`src/rtl/dmem_ctrl.sv`:
```
// ============================================================================
// Module   : dmem_ctrl
// Brief    : Core data-port to req/ack word-memory bridge with sizing, load
//            extension, sub-word read-modify-write, misalign and ack timeout.
//            Optional macro DMEM_WSTRB_EN: byte strobes replace the RMW path.
// Revision : 1.0 - initial release
// ============================================================================
`default_nettype none

module dmem_ctrl #(
    parameter int ADDR_W  = 32,
    parameter int TIMEOUT = 16
) (
    input  logic              clk,
    input  logic              rst,
    input  logic              req_i,
    input  logic              we_i,
    input  logic [ADDR_W-1:0] addr_i,
    input  logic [31:0]       wdata_i,
    input  logic [1:0]        size_i,
    input  logic              unsigned_i,
    output logic [31:0]       rdata_o,
    output logic              busy_o,
    output logic              done_o,
    output logic              err_o,
    output logic              mem_req_o,
    output logic              mem_we_o,
    output logic [ADDR_W-1:0] mem_addr_o,
    output logic [31:0]       mem_wdata_o,
`ifdef DMEM_WSTRB_EN
    output logic [3:0]        mem_wstrb_o,
`endif
    input  logic [31:0]       mem_rdata_i,
    input  logic              mem_ack_i
);

    localparam int c_CNT_W = $clog2(TIMEOUT);

    localparam logic [2:0] c_ST_IDLE   = 3'd0;
    localparam logic [2:0] c_ST_RD     = 3'd1;
    localparam logic [2:0] c_ST_RMW_RD = 3'd2;
    localparam logic [2:0] c_ST_RMW_WR = 3'd3;
    localparam logic [2:0] c_ST_WR     = 3'd4;
    localparam logic [2:0] c_ST_DONE   = 3'd5;
    localparam logic [2:0] c_ST_ERR    = 3'd6;

    logic [2:0]         r_state;
    logic [2:0]         w_next;
    logic [ADDR_W-1:0]  r_addr;
    logic [1:0]         r_size;
    logic               r_unsigned;
    logic [31:0]        r_wdata;
    logic [31:0]        r_merged;
    logic [31:0]        r_rdata;
    logic [c_CNT_W-1:0] r_cnt;

    logic        w_misaligned;
    logic        w_mem_phase;
    logic        w_ack;
    logic        w_timeout;
    logic [7:0]  w_byte;
    logic [15:0] w_half;
    logic [31:0] w_load_ext;
    logic [4:0]  w_shamt;
    logic [31:0] w_mask;
    logic [31:0] w_merged;
    logic [31:0] w_wr_data;

    assign w_misaligned = ((size_i == 2'b01) && addr_i[0]) ||
                          (size_i[1] && (addr_i[1:0] != 2'b00));
    assign w_mem_phase  = (r_state == c_ST_RD) || (r_state == c_ST_RMW_RD) ||
                          (r_state == c_ST_RMW_WR) || (r_state == c_ST_WR);
    // Acks outside a memory phase are stray and must not move the FSM.
    assign w_ack        = mem_ack_i && w_mem_phase;
    assign w_timeout    = w_mem_phase && !mem_ack_i &&
                          (r_cnt == c_CNT_W'(TIMEOUT - 1));

    always_comb begin
        case (r_addr[1:0])
            2'd0:    w_byte = mem_rdata_i[7:0];
            2'd1:    w_byte = mem_rdata_i[15:8];
            2'd2:    w_byte = mem_rdata_i[23:16];
            default: w_byte = mem_rdata_i[31:24];
        endcase
        w_half = r_addr[1] ? mem_rdata_i[31:16] : mem_rdata_i[15:0];
        case (r_size)
            2'b00:   w_load_ext = {{24{w_byte[7] & ~r_unsigned}}, w_byte};
            2'b01:   w_load_ext = {{16{w_half[15] & ~r_unsigned}}, w_half};
            default: w_load_ext = mem_rdata_i;
        endcase
    end

    // Aligned half-words have addr[0]=0, so the byte shift also serves halves.
    assign w_shamt  = {r_addr[1:0], 3'b000};
    assign w_mask   = (r_size == 2'b00) ? (32'h0000_00FF << w_shamt) :
                      (r_size == 2'b01) ? (32'h0000_FFFF << w_shamt) : 32'hFFFF_FFFF;
    assign w_merged = (mem_rdata_i & ~w_mask) | ((r_wdata << w_shamt) & w_mask);

`ifdef DMEM_WSTRB_EN
    logic [3:0] w_strb;

    always_comb begin
        case (r_size)
            2'b00: begin
                w_wr_data = {4{r_wdata[7:0]}};
                w_strb    = 4'b0001 << r_addr[1:0];
            end
            2'b01: begin
                w_wr_data = {2{r_wdata[15:0]}};
                w_strb    = 4'b0011 << r_addr[1:0];
            end
            default: begin
                w_wr_data = r_wdata;
                w_strb    = 4'b1111;
            end
        endcase
    end
`else
    assign w_wr_data = r_wdata;
`endif

    always_ff @(posedge clk) begin
        if (rst) begin
            r_state <= c_ST_IDLE;
        end else begin
            r_state <= w_next;
        end
    end

    always_comb begin
        w_next = r_state;
        case (r_state)
            c_ST_IDLE: begin
                if (req_i) begin
                    if (w_misaligned) begin
                        w_next = c_ST_ERR;
                    end else if (!we_i) begin
                        w_next = c_ST_RD;
                    end else if (size_i[1]) begin
                        w_next = c_ST_WR;
                    end else begin
`ifdef DMEM_WSTRB_EN
                        w_next = c_ST_WR;
`else
                        w_next = c_ST_RMW_RD;
`endif
                    end
                end
            end
            c_ST_RD: begin
                if (w_ack)          w_next = c_ST_DONE;
                else if (w_timeout) w_next = c_ST_ERR;
            end
            c_ST_RMW_RD: begin
                if (w_ack)          w_next = c_ST_RMW_WR;
                else if (w_timeout) w_next = c_ST_ERR;
            end
            c_ST_RMW_WR, c_ST_WR: begin
                if (w_ack)          w_next = c_ST_DONE;
                else if (w_timeout) w_next = c_ST_ERR;
            end
            default: w_next = c_ST_IDLE;
        endcase
    end

    always_ff @(posedge clk) begin
        if (rst) begin
            r_addr     <= '0;
            r_size     <= 2'b00;
            r_unsigned <= 1'b0;
            r_wdata    <= '0;
            r_merged   <= '0;
            r_rdata    <= '0;
            r_cnt      <= '0;
        end else begin
            if ((r_state == c_ST_IDLE) && req_i && !w_misaligned) begin
                r_addr     <= addr_i;
                r_size     <= size_i;
                r_unsigned <= unsigned_i;
                r_wdata    <= wdata_i;
            end
            if ((w_next != r_state) || w_ack) begin
                r_cnt <= '0;
            end else if (w_mem_phase) begin
                r_cnt <= r_cnt + c_CNT_W'(1);
            end
            if (w_ack && (r_state == c_ST_RD)) begin
                r_rdata <= w_load_ext;
            end
            if (w_ack && (r_state == c_ST_RMW_RD)) begin
                r_merged <= w_merged;
            end
            if (w_ack && ((r_state == c_ST_RMW_WR) || (r_state == c_ST_WR))) begin
                r_rdata <= '0;
            end
            if (w_next == c_ST_ERR) begin
                r_rdata <= '0;
            end
        end
    end

    assign mem_addr_o = {r_addr[ADDR_W-1:2], 2'b00};
    assign rdata_o    = r_rdata;

    always_comb begin
        busy_o      = 1'b0;
        done_o      = 1'b0;
        err_o       = 1'b0;
        mem_req_o   = 1'b0;
        mem_we_o    = 1'b0;
        mem_wdata_o = '0;
`ifdef DMEM_WSTRB_EN
        mem_wstrb_o = 4'b0000;
`endif
        case (r_state)
            c_ST_IDLE: busy_o = req_i;
            c_ST_RD, c_ST_RMW_RD: begin
                busy_o    = 1'b1;
                mem_req_o = 1'b1;
            end
            c_ST_RMW_WR: begin
                busy_o      = 1'b1;
                mem_req_o   = 1'b1;
                mem_we_o    = 1'b1;
                mem_wdata_o = r_merged;
            end
            c_ST_WR: begin
                busy_o      = 1'b1;
                mem_req_o   = 1'b1;
                mem_we_o    = 1'b1;
                mem_wdata_o = w_wr_data;
`ifdef DMEM_WSTRB_EN
                mem_wstrb_o = w_strb;
`endif
            end
            c_ST_DONE: done_o = 1'b1;
            c_ST_ERR:  err_o  = 1'b1;
            default: ;
        endcase
    end

endmodule

`default_nettype wire

```
`config.mk`:
```
export PLATFORM = sky130hd
export DESIGN_NAME = dmem_ctrl
export DESIGN_NICKNAME = d
export VERILOG_FILES = /design/src/rtl/dmem_ctrl.sv
export SDC_FILE = /design/constraint.sdc
export NUM_CORES = 1
export LEC_CHECK = 0
export ABC_AREA = 0
export BUFFER_PORTS_ARGS = -buffer_cell sky130_fd_sc_hd__buf_2
export CORE_MARGIN = 2
export CORE_UTILIZATION = 40
export CTS_CLUSTER_SIZE = 16
export DETAILED_ROUTE_END_ITERATION = 7
export PLACE_DENSITY_LB_ADDON = 0.1
export REMOVE_ABC_BUFFERS = 1
export SYNTH_ARGS = -nofsm -noshare
export SYNTH_HDL_FRONTEND = slang
export SYNTH_SLANG_ARGS = --single-unit
```
`constraint.sdc`:
```
create_clock -name clk -period 5.17 [get_ports clk]
set_clock_uncertainty 0.1 [all_clocks]
set_input_delay 0.2585 -clock clk [delete_from_list [all_inputs] [get_ports clk]]
set_output_delay 0.2585 -clock clk [all_outputs]
set_load 0.05 [all_outputs]
```
==> flow_summary.toml <==
[run_status]
status = "finished clean"

[sta]
final.min_clock_period_ns = 3.037
report.final.slew_viol_count = 0
finalSetupTns_ns = 0
slew_headroom_pct = 19.67
period_share_pct = 58.75
finalSetupViolations = 0
hold_violations = 0
worst_slack_ns = 2.133
whs_ns = 0.02682
tightest_slew_ns = 1.197
rsz0062_at_grt = "false"
max_freq_mhz = 329.2

[power]
leakage_nw = 3.659
power.internal_mw = 2.505
p_comb_share_pct = 37.4
switchingPower_mw = 1.718
clockPowerShare_pct = 30.1
seqPwrFrac_pct = 32.5
powerDensity_nw_per_um2 = 464.9
sw_frac_of_total_pct = 40.67
peakVddDrop_v = 0.0002560

[setup_path]
arrival_ns = 3.18
crit_path_max_incr_delay_ns = 0.96
critPathMaxFanout = 18
cp.required_ns = 5.31
end_kind = "flop"
crit_path_start = "r_addr[1]"
slowest_stage = "o21ai_1"
worstSetupStartpointType = "flop"
worstSetupPathType = "reg -> reg"
reg2reg_from = "r_addr[1]"
worstPathCellList = "clkinv_1, ha_1, a22oi_1, a221oi_1, o21ai_1, a211oi_1"

[clock_network]
cts_root_buf = "clkbuf_16"
cts_sinks = 138
clkLatencyLatePin_ns = 0.42
cts_tree = "yes"
cts_buffer_depth = 2
ctsResizeCount = 0
h-tree-depth = 4
numCtsBuffers = 17
clk_pin_slew_worst_paths_ns = 0.06

[synth]
ys_seq_area_share_pct = 39.65
synth-edff-count = 0
ys_ff_latch = 138
synth_area_leaders = "dfxtp_1 (40%), nand2_1 (10%), a22o_1 (5.8%), a21oi_1 (5.7%), a211oi_1 (5.3%)"
synth_ff_type = "dfxtp_1"
synth_top_area_cell = "dfxtp_1"
yosysUniqueCellTypes = 50
postSynthAreaPerCell_sq_um = 8.055
synth_area_sq_um = 6968
synthCells = 865
synthArstFlopShare_pct = 0
yosysMostFrequentCell = "nand2_1"
synth_common_cells = "nand2_1 (186), dfxtp_1 (138), a21oi_1 (80), nor2_1 (71), clkbuf_1 (59)"
netlist.area_leader.share_pct = 39.65
ys_warn_count = 0

[floorplanning]
initial_core_util_pct = 40.57
dieArea_sq_um = 18490
fp-row-count = 48
design.core.area_sq_um = 17180
ios = 205
die_h_microns = 136.0
dieWidth_microns = 136.0

[placed_design]
place_ws_ns = 2.147
dp_hpwl_mm = 14.58
port_buffers = 202
dp_cells = 1200
routabilityCongestion = 0.8676
place_area_sq_um = 7841

[grt]
antenna_found_initial = 1
grt_pass1_wl_mm = 35.66
overflow = 0
grt_use_total_pct = 24.54
grt_max_degree = 63
grt_pass1_vias = 6569

[drt]
via_per_inst = 5.400
drcViolationCount = 0
wl_mm = 22.75
num_vias = 6999
wl_per_cell_microns = 17.55
dr.pass1.iters = 5
ant_nets = 0
drtIter0Drc = 444

[min_path]
hold_start = "addr_i[1]"
hold_class = "in -> reg"

[layout]
multiInputGateArea_sq_um = 3664
layout-drive-gt1-share_pct = 25.70
areaGrowthSynthToFinish_pct = 30.35
stdcell_area_sq_um = 9082
fin_nets = 1167
regArea_sq_um = 2763
layoutNonFillerInstCount = 1296
fillers = 1684

[job]
drv_cap = 0
worst max-delay path, delay by kind of cell (launching register included):
kind	cells	cell delay, ns
AOI/OAI and AO/OA	4	1.47
adders and majority gates	1	0.51
buffers and inverters	1	0.43
DFF	1	0.33
path summary, 6_finish.rpt:
path	end	depth (start not counted)	slack, ns
setup / recovery	rdata_o[16]	6	2.13
hold / removal	r_addr[1]	3	0.03
setup reg to reg	rdata_o[16]	6	2.13
hold reg to reg	r_addr[8]	2	0.35
per-stage QoR:
stage	util [%]	total power [mW]
2_1_floorplan	-	2.469
3_3_place_gp	45.65	2.919
3_5_place_dp	45.65	2.928
4_1_cts	52.86	4.232
5_1_grt	52.88	4.427
6_report	52.88	4.223
kinds of logic (layout without fill, tap and decap cells):
kind of cell	count (synthesis)	in the layout	share of synthesized area, %
compound gates	267	267	28.12
mux	19	19	2.891
flops	138	138	39.65
other cells	1	3	0.05382
xor+xnor	5	5	0.6286
simple gates	317	317	19.23
buf+inv	112	316	8.350
fa+ha+maj	6	6	1.077
flip-flops by register name, summed over array words and instances, names as in the netlist:
| signal | flops |
|---|---|
| r_merged | 32 |
| r_addr | 32 |
| r_unsigned | 1 |
| r_size | 2 |
| r_state | 3 |
| r_cnt | 4 |
| r_wdata | 32 |
| rdata_o | 32 |
metal layers:
metal | GRT usage, % | wire length (microns) | up-vias
met3 | 6.413 | 1685 | 23
met4 | 7.697 | 313 | 0
met5 | 0 | 0 | -
li1 | - | - | 3449
met1 | 33.22 | 10650 | 3266
met2 | 38.24 | 10100 | 261
layout make-up:
| type | instances | area share [%] |
|---|---|---|
| tap | 225 | 3.100 |
| inverter | 6 | 0.2480 |
| antenna | 1 | 0.02755 |
| sequential | 138 | 30.42 |
| clock buffer | 25 | 5.455 |
| multi-input combinational | 616 | 40.34 |
| clock inverter | 7 | 1.240 |
| timing repair buffer | 278 | 19.18 |
power groups by stage:
stage,Sequential (mW),Combinational (mW),Clock (mW)
floorplan,1.67,0.800,0
global placement,1.39,1.53,0
detailed placement,1.39,1.53,0
CTS,1.37,1.58,1.28
global route,1.40,1.70,1.33
finish,1.37,1.58,1.27
cells in the final DEF, fill, tap and decap left out, types with 15 or more instances in the layout:
| cell type | instances |
|---|---|
| buf_2 | 201 |
| nor3_1 | 27 |
| a21oi_1 | 80 |
| a211oi_1 | 48 |
| a221oi_1 | 24 |
| nand2_1 | 186 |
| dlygate4sd3_1 | 63 |
| a22o_1 | 46 |
| clkbuf_16 | 17 |
| nor2b_1 | 15 |
| o211ai_1 | 18 |
| dfxtp_1 | 138 |
| nor2_1 | 70 |
what timing repair did:
action | in CTS | in global routing
hold buffers | 63 | 0
setup buffers | 0 | 0
hold endpoints to repair | 63 | 0
Note: power is estimated with default switching activity, not from simulation.
